File: config.mk
export PLATFORM = sky130hd
export DESIGN_NAME = hazard_ctrl
export DESIGN_NICKNAME = d
export VERILOG_FILES = /design/src/rtl/hazard_pkg.sv /design/src/rtl/hazard_ctrl_fwd_unit.sv /design/src/rtl/hazard_ctrl.sv
export SDC_FILE = /design/constraint.sdc
export NUM_CORES = 1
export LEC_CHECK = 0
export CAP_MARGIN = 20
export CORE_MARGIN = 10
export CORE_UTILIZATION = 35
export CTS_CLUSTER_SIZE = 8
export DETAILED_ROUTE_END_ITERATION = 7
export GPL_TIMING_DRIVEN = 0
export PLACE_DENSITY_LB_ADDON = 0.2
export SYNTH_ARGS = -nofsm -noshare
export SYNTH_HDL_FRONTEND = slang
export SYNTH_SLANG_ARGS = --single-unit
File: constraint.sdc
create_clock -name clk -period 1.9 [get_ports clk]
set_input_delay 0.475 -clock clk [delete_from_list [all_inputs] [get_ports clk]]
set_output_delay 0.475 -clock clk [all_outputs]
set_load 0.02 [all_outputs]
File: src/rtl/hazard_pkg.sv
// Shared types and constants for the pipeline hazard controller and the pipeline registers.
package hazard_pkg;

  typedef enum logic [1:0] {
    StRun      = 2'd0,
    StMemWait  = 2'd1,
    StRedirect = 2'd2
  } haz_state_e;

  localparam logic [1:0] FWD_RF  = 2'b00;
  localparam logic [1:0] FWD_MEM = 2'b01;
  localparam logic [1:0] FWD_WB  = 2'b10;

  // Canonical NOP (addi x0, x0, 0) loaded by a flushed pipeline register.
  localparam logic [31:0] NOP_INSTR = 32'h0000_0013;
  localparam logic [4:0]  NOP_RD    = 5'd0;

endpackage

File: src/rtl/hazard_ctrl_fwd_unit.sv
// Forward-select for one EX operand; MEM result has priority over WB, x0 never forwards.
module fwd_unit
  import hazard_pkg::*;
#(
  parameter int unsigned REG_AW = 5
) (
  input  logic [REG_AW-1:0] rs,
  input  logic [REG_AW-1:0] mem_rd,
  input  logic              mem_reg_write,
  input  logic [REG_AW-1:0] wb_rd,
  input  logic              wb_reg_write,
  output logic [1:0]        sel
);

  always_comb begin
    sel = FWD_RF;
    if (mem_reg_write && (mem_rd != '0) && (mem_rd == rs)) begin
      sel = FWD_MEM;
    end else if (wb_reg_write && (wb_rd != '0) && (wb_rd == rs)) begin
      sel = FWD_WB;
    end
  end

endmodule

File: src/rtl/hazard_ctrl.sv
// Pipeline sequencing: stage enables, flushes, PC redirect and EX forwarding.
// Define HAZ_PERF_EN to add stall_cycles / redirect_count performance counters.
module hazard_ctrl
  import hazard_pkg::*;
#(
  parameter int unsigned XLEN   = 32,
  parameter int unsigned REG_AW = 5
) (
  input  logic              clk,
  input  logic              rst,
  input  logic [REG_AW-1:0] id_rs1,
  input  logic [REG_AW-1:0] id_rs2,
  input  logic              id_uses_rs1,
  input  logic              id_uses_rs2,
  input  logic [REG_AW-1:0] ex_rs1,
  input  logic [REG_AW-1:0] ex_rs2,
  input  logic [REG_AW-1:0] ex_rd,
  input  logic              ex_is_load,
  input  logic [REG_AW-1:0] mem_rd,
  input  logic              mem_reg_write,
  input  logic [REG_AW-1:0] wb_rd,
  input  logic              wb_reg_write,
  input  logic              ex_flush,
  input  logic [XLEN-1:0]   ex_pc_target,
  input  logic              dmem_busy,
  output logic              pc_en,
  output logic              if_id_en,
  output logic              id_ex_en,
  output logic              ex_mem_en,
  output logic              mem_wb_en,
  output logic              if_id_flush,
  output logic              id_ex_flush,
  output logic              redirect,
  output logic [XLEN-1:0]   redirect_pc,
  output logic [1:0]        fwd_a,
  output logic [1:0]        fwd_b
`ifdef HAZ_PERF_EN
  ,
  output logic [31:0]       stall_cycles,
  output logic [31:0]       redirect_count
`endif
);

  haz_state_e      state_q;
  logic            pend_q;
  logic [XLEN-1:0] pend_pc_q;
  logic [1:0]      fwd_a_raw, fwd_b_raw;
  logic            lu;

  fwd_unit #(.REG_AW(REG_AW)) u_fwd_a (
    .rs            (ex_rs1),
    .mem_rd        (mem_rd),
    .mem_reg_write (mem_reg_write),
    .wb_rd         (wb_rd),
    .wb_reg_write  (wb_reg_write),
    .sel           (fwd_a_raw)
  );

  fwd_unit #(.REG_AW(REG_AW)) u_fwd_b (
    .rs            (ex_rs2),
    .mem_rd        (mem_rd),
    .mem_reg_write (mem_reg_write),
    .wb_rd         (wb_rd),
    .wb_reg_write  (wb_reg_write),
    .sel           (fwd_b_raw)
  );

  assign lu = ex_is_load && (ex_rd != '0) &&
              ((id_uses_rs1 && (id_rs1 == ex_rd)) || (id_uses_rs2 && (id_rs2 == ex_rd)));

  // A redirect must act in the same cycle as ex_flush, so outputs decode state and inputs.
  always_comb begin
    pc_en       = 1'b1;
    if_id_en    = 1'b1;
    id_ex_en    = 1'b1;
    ex_mem_en   = 1'b1;
    mem_wb_en   = 1'b1;
    if_id_flush = 1'b0;
    id_ex_flush = 1'b0;
    redirect    = 1'b0;
    redirect_pc = '0;
    fwd_a       = fwd_a_raw;
    fwd_b       = fwd_b_raw;
    if (rst) begin
      {pc_en, if_id_en, id_ex_en, ex_mem_en, mem_wb_en} = 5'b0;
      if_id_flush = 1'b1;
      id_ex_flush = 1'b1;
      fwd_a       = FWD_RF;
      fwd_b       = FWD_RF;
    end else begin
      unique case (state_q)
        StRun: begin
          if (dmem_busy) begin
            {pc_en, if_id_en, id_ex_en, ex_mem_en, mem_wb_en} = 5'b0;
          end else if (ex_flush) begin
            redirect    = 1'b1;
            redirect_pc = ex_pc_target;
            if_id_flush = 1'b1;
            id_ex_flush = 1'b1;
          end else if (lu) begin
            pc_en       = 1'b0;
            if_id_en    = 1'b0;
            id_ex_flush = 1'b1;
          end
        end
        StMemWait: begin
          {pc_en, if_id_en, id_ex_en, ex_mem_en, mem_wb_en} = 5'b0;
        end
        StRedirect: begin
          if (dmem_busy) begin
            {pc_en, if_id_en, id_ex_en, ex_mem_en, mem_wb_en} = 5'b0;
          end else begin
            redirect    = 1'b1;
            redirect_pc = pend_pc_q;
            if_id_flush = 1'b1;
            id_ex_flush = 1'b1;
          end
        end
        default: ;
      endcase
    end
  end

  always_ff @(posedge clk) begin
    if (rst) begin
      state_q   <= StRun;
      pend_q    <= 1'b0;
      pend_pc_q <= '0;
    end else begin
      unique case (state_q)
        StRun: begin
          if (dmem_busy) begin
            state_q <= StMemWait;
            if (ex_flush) begin
              pend_q    <= 1'b1;
              pend_pc_q <= ex_pc_target;
            end
          end
        end
        StMemWait: begin
          if (ex_flush) begin
            pend_q    <= 1'b1;
            pend_pc_q <= ex_pc_target;
          end
          if (!dmem_busy) begin
            state_q <= (pend_q || ex_flush) ? StRedirect : StRun;
          end
        end
        StRedirect: begin
          if (dmem_busy) begin
            state_q <= StMemWait;
          end else begin
            pend_q  <= 1'b0;
            state_q <= StRun;
          end
        end
        default: state_q <= StRun;
      endcase
    end
  end

`ifdef HAZ_PERF_EN
  always_ff @(posedge clk) begin
    if (rst) begin
      stall_cycles   <= '0;
      redirect_count <= '0;
    end else begin
      if (!pc_en) stall_cycles <= stall_cycles + 32'd1;
      if (redirect) redirect_count <= redirect_count + 32'd1;
    end
  end
`endif

endmodule

# ---- Word-level counts from Yosys, hierarchy flattened
# Cells that the tools add are included.
dict set report op_classes {
  eq_ne 11
  mux 41
  reduce_logical 22
}
# cell n
set op_table {}
lappend op_table {{$mux W32} 6}
lappend op_table {{$pmux W32 S2} 2}
lappend op_table {{$eq A5 B5 Y1} 6}
lappend op_table {{$mux W1} 18}
lappend op_table {{$mux W2} 9}
lappend op_table {{$reduce_bool A5 Y1} 3}
lappend op_table {{$logic_and A1 B1 Y1} 10}
lappend op_table {{$ne A2 B2 Y1 const B} 3}
lappend op_table {{$pmux W1 S2} 3}
lappend op_table {{$pmux W1 S3} 2}
lappend op_table {{$pmux W2 S3} 1}
lappend op_table {{$reduce_and A2 Y1} 2}
lappend op_table {{$reduce_and A3 Y1} 1}
lappend op_table {{$reduce_bool A3 Y1} 1}
lappend op_table {{$eq A2 B1 Y1 const B} 1}
lappend op_table {{$eq A2 B2 Y1 const B} 1}
lappend op_table {{$logic_not A2 Y1} 1}
lappend op_table {{$logic_or A1 B1 Y1} 2}
lappend op_table {{$reduce_bool A2 Y1} 1}
lappend op_table {{$reduce_or A2 Y1} 1}
dict set report totals {
  reg_bits 35
  in_bits 76
  output_inout_bits 44
  word_cells 77
}

# ---- Longest topological paths before layout
dict set report depth {
  word_depth 9
  ltp_mapped 6
  depth_no_buf 4
}

# ---- Cells and area by module
# From an unflattened synthesis, not the netlist that was laid out.
dict set report hier_totals {
  cells_unflattened 304
  hier_area_um2 2397.3
}
# module n_inst cells_each area_per_inst_um2 seq_area_each_um2
set modules_own_cells {}
lappend modules_own_cells {hazard_ctrl 1 264 2094.5 700.7}
lappend modules_own_cells {fwd_unit 2 20 151.4 0.0}

# ---- Least setup slack after synthesis
# OpenSTA, ideal clock, no wires.
dict set report synth_timing {
  kind {in2out}
  from {in ex_rd[3]}
  to {out id_ex_flush}
  t_arrival_ns 1.815
  t_required_ns 1.425
  path_slack_ns -0.390
  stages 4
  cell_sequence {xor2_1 -> nor4_1 -> a32oi_1 -> o41ai_1}
}
dict set report synth_between {
  elab_chain_cells 9
  elab_cells_between_ends 13
  classes_between {eq/ne (2); mux (5); reduce/logical (6)}
}
# item line_no
set synth_lines {}
lappend synth_lines {{start: declaration} hazard_ctrl.sv:17} ;# input logic [REG_AW-1:0] ex_rd,
lappend synth_lines {{$eq A5 B5 Y1} hazard_ctrl.sv:69} ;# ((id_uses_rs1 && (id_rs1 == ex_rd)) || (id_uses_rs2 && (id_rs2 == ex_rd)));
lappend synth_lines {{$logic_and A1 B1 Y1} hazard_ctrl.sv:69}
lappend synth_lines {{$logic_or A1 B1 Y1} hazard_ctrl.sv:69}
lappend synth_lines {{$logic_and A1 B1 Y1 *} hazard_ctrl.sv:68} ;# assign lu = ex_is_load && (ex_rd != '0) &&
lappend synth_lines {{$mux W1 *} hazard_ctrl.sv:100} ;# end else if (lu) begin
lappend synth_lines {{$mux W1 *} hazard_ctrl.sv:95} ;# end else if (ex_flush) begin
lappend synth_lines {{$mux W1 *} hazard_ctrl.sv:93} ;# if (dmem_busy) begin
lappend synth_lines {{$pmux W1 S2 *} hazard_ctrl.sv:91} ;# unique case (state_q)
lappend synth_lines {{$mux W1 *} hazard_ctrl.sv:84} ;# if (rst) begin
lappend synth_lines {{end: declaration} hazard_ctrl.sv:32} ;# output logic id_ex_flush,
# Every way passes the cells marked *; elsewhere a longest branch is shown, timed or not.

# ---- Worst setup path after layout
dict set report layout_timing {
  from {in mem_rd[2]}
  to {out fwd_b[1]}
}
dict set report layout_between {
  elab_chain_cells 5
  elab_cells_between_ends 6
  classes_between {eq/ne (1); mux (2); reduce/logical (3)}
}
# item line_no
set layout_lines {}
lappend layout_lines {{start: declaration} hazard_ctrl.sv:19} ;# input logic [REG_AW-1:0] mem_rd,
lappend layout_lines {{$reduce_bool A5 Y1} hazard_ctrl_fwd_unit.sv:17} ;# if (mem_reg_write && (mem_rd != '0) && (mem_rd == rs)) begin
lappend layout_lines {{$logic_and A1 B1 Y1} hazard_ctrl_fwd_unit.sv:17}
lappend layout_lines {{$logic_and A1 B1 Y1 *} hazard_ctrl_fwd_unit.sv:17}
lappend layout_lines {{$mux W2 *} hazard_ctrl_fwd_unit.sv:17}
lappend layout_lines {{$mux W2 *} hazard_ctrl.sv:84}
lappend layout_lines {{end: declaration} hazard_ctrl.sv:36} ;# output logic [1:0] fwd_b
# Marked as above.

==> flow_metrics.env <==
export IMPL_final_nets=515
export IMPL_regArea_sq_um=706
export IMPL_route_met3_wl_um=597
export IMPL_dieHeight_um=98.0
export IMPL_ff2ff_path_depth=6
export IMPL_status="complete, but fails checks"
export IMPL_crit_fanout=3
export IMPL_hold_depth=2
export IMPL_clk_latency_ns=0.29
export IMPL_clk_path_buf_depth=2
export IMPL_tightest_slew_ns=0.511
export IMPL_drt_initial_drc_count=81
export IMPL_start_util=0.359
export IMPL_synth_common_cells="66 x nand2_1, 37 x nor2_1, 35 x dfxtp_1"
export IMPL_holdWs_ns=0.457
export IMPL_p_int_mw=1.36
export IMPL_port_buffers=119
export IMPL_clockPowerShare=0.266
export IMPL_finalSetupViolations=39
export IMPL_p_leak_nw=1.58
export IMPL_grt_remaining_overflow=0
export IMPL_gp_congestion=0.808
export IMPL_ys_seq_area_frac=0.329
export IMPL_min_to="pend_pc_q[15]"
export IMPL_rr_endpoint="pend_pc_q[21]"
export IMPL_drtAntennaViolNets=0
export IMPL_nFillCells=506
export IMPL_ios=120
export IMPL_violations="negative setup slack"
export IMPL_dp_hpwl_um=6140
export IMPL_area_growth_pct=93.1
export IMPL_multiInputGateArea_sq_mm=0.00172
export IMPL_power_total_mw=1.97
export IMPL_cap_violations=0
export IMPL_place_area_sq_mm=0.00355
export IMPL_fin_skew_ns=0.00323
export IMPL_yosysTopAreaCell="dfxtp_1"
export IMPL_cts_tree="built"
export IMPL_n_antenna_cell=0
export IMPL_power_switching_uw=615
export IMPL_routed_wl_um=8260
export IMPL_synth_seq_cells=35
export IMPL_grt_pass1_wl_um=13000
export IMPL_vias=2595
export IMPL_power_density_mw_per_mm2=481
export IMPL_peakVddDrop_uv=302
export IMPL_grt_use_total=0.158
export IMPL_cp_data_required_time_ns=1.42
export IMPL_ys_warn_count=0
export IMPL_min_from="pend_pc_q[15]"
export IMPL_grt_setup_unrepaired="true"
export IMPL_slew_viol_final=0
export IMPL_sw_frac_of_total=0.312
export IMPL_r2r_slack_ns=0.22
export IMPL_syn_avg_cell_area_sq_um=7.16
export IMPL_arrival_ns=1.77
export IMPL_synth_cells=297
export IMPL_fin_ws_ns=-0.342
export IMPL_cts_made_buffers=5
export IMPL_synth_ff_type="dfxtp_1"
export IMPL_clk_pin_slew_worst_paths_ns=0.07
export IMPL_synth_edff_count=0
export IMPL_holdBufCountCts=0
export IMPL_grt_pass1_vias=2593
export IMPL_hold_viol_final=0
export IMPL_synth_nets=373
export IMPL_finalSetupTns_ns=-5.39
export IMPL_grt_antenna_before_repair=0
export IMPL_startpoint_type="primary input"
export IMPL_wl_met2_um=4220
export IMPL_num_rows=28
export IMPL_core_sq_mm=0.00592
export IMPL_final_area_sq_mm=0.00411
export IMPL_post_synth_top_count_cell="nand2_1"
export IMPL_yosys_top_cells_area="dfxtp_1 33%, nand2_1 12%, a22oi_1 11%, a21oi_1 7.8%, xor2_1 6.6%"
export IMPL_netlist_area_sq_mm=0.00213
export IMPL_timing_fmax_mhz=446
export IMPL_async_reset_ff_frac=0
export IMPL_die_x_um=98.0
export IMPL_layout_min_cycle_time_ns=2.24
export IMPL_synth_top_cell_area_share=0.329
export IMPL_die_area_sq_mm=0.00960
export IMPL_drc_errors=0
export IMPL_routed_top_layer="met4"
export IMPL_ys_types=30
export IMPL_timing_final_crit_share=1.18
export IMPL_clock_sinks=35
export IMPL_wl_per_cell_um=16.0
export IMPL_avgViaCountPerCell=5.04
export IMPL_grt_max_degree=11
export IMPL_htree_num_levels=2
export IMPL_hold_class="reg2reg"
export IMPL_wl_met1_um=3330
export IMPL_root_buffer="clkbuf_8"
export IMPL_drt_pass1_iter_count=6
export IMPL_drive_gt1_frac=0.459
export IMPL_power_frac_seq=0.406
export IMPL_slew_headroom=0.659
export IMPL_crit_path_end_kind="output pin"
export IMPL_combPwrFrac=0.328
export IMPL_path_class="in2out"
export IMPL_timing_rr_start="state_q[1]"
## routing by layer
| metal | track usage | vias up |
|---|---|---|
| met4 | 0.0436 | 0 |
| met1 | 0.181 | 1215 |
| met2 | 0.275 | 75 |
| met5 | 0 | - |
| met3 | 0.0514 | 9 |
| li1 | - | 1296 |
## state kept, by name (all words and copies together) (netlist names)
signal and count:
pend_pc_q 32, pend_q 1, state_q 2
## cell type report
class	count	share of cell area
clock buffer	7	0.0186
inverter	2	0.00183
clock inverter	1	0.00122
timing repair buffer	137	0.315
sequential	35	0.172
multi-input combinational	235	0.420
buffer	23	0.0491
tap	75	0.0229
## worst max path at each step
stage                    from               to  slack, ns  cells past startpoint
floorplan            ex_rd[1]            pc_en      -0.17                      4
global placement          rst         fwd_a[1]      -1.28                      6
detailed placement   ex_flush  redirect_pc[10]      -1.31                      7
CTS                 mem_rd[2]         fwd_a[1]      -0.36                      6
global route        mem_rd[2]         fwd_b[1]      -0.38                      7
finish              mem_rd[2]         fwd_b[1]      -0.34                      7
## power groups by stage
stage	registers [mW]	logic, mW	clock network [mW]
3_5_place_dp	0.812	0.559	0
6_report	0.802	0.648	0.524
2_1_floorplan	0.806	0.268	0
5_1_grt	0.806	0.698	0.568
3_3_place_gp	0.810	0.550	0
4_1_cts	0.801	0.626	0.526
## kinds of logic (layout without fill, tap and decap cells)
kind of cell / after synthesis / in the layout / synth area share
flip-flops: 35 / 35 / 0.329
AO/OA/AOI/OAI: 72 / 72 / 0.215
AND/OR/NAND/NOR: 133 / 133 / 0.274
buffers and inverters: 27 / 170 / 0.0582
XOR/XNOR: 30 / 30 / 0.124
## critical path, cell delays in order
cell and delay, ns:
buf_8 0.10, or4_4 0.54, o21ai_4 0.20, buf_6 0.14, nor3_2 0.04, nor3_4 0.13, buf_6 0.14
## repair_timing
action                     in CTS  in global routing
buffers inserted                8                  5
gates cloned                    3                  2
pin swaps                      33                 20
resized for setup             428                 41
setup endpoints to repair      52                 43
## placed cells by master (no fill, tap or decap), drive strengths merged
| cell type | count |
|---|---|
| a211oi | 1 |
| a21oi | 33 |
| a22oi | 32 |
| a32oi | 1 |
| and2 | 3 |
| buf | 91 |
| clkbuf | 26 |
| clkdlybuf4s15 | 2 |
| clkdlybuf4s50 | 35 |
| clkinv | 1 |
| dfxtp | 35 |
| dlygate4sd2 | 13 |
| inv | 2 |
| nand2 | 66 |
| nand2b | 2 |
| nand3 | 3 |
| nor2 | 37 |
| nor2b | 3 |
| nor3 | 6 |
| nor4 | 5 |
| nor4b | 1 |
| o21ai | 3 |
| o31a | 1 |
| o41ai | 1 |
| or2 | 3 |
| or4 | 4 |
| xnor2 | 14 |
| xor2 | 16 |
## stage by stage
step / util / instances / setup WS (ns)
after floorplan: - / 297 / -0.173
after global placement: 0.600 / 491 / -1.28
after detailed placement: 0.600 / 491 / -1.31
after CTS: 0.672 / 508 / -0.358
after global routing: 0.694 / 515 / -0.381
final: 0.694 / 515 / -0.342
Power figures use the tool's default switching activity.
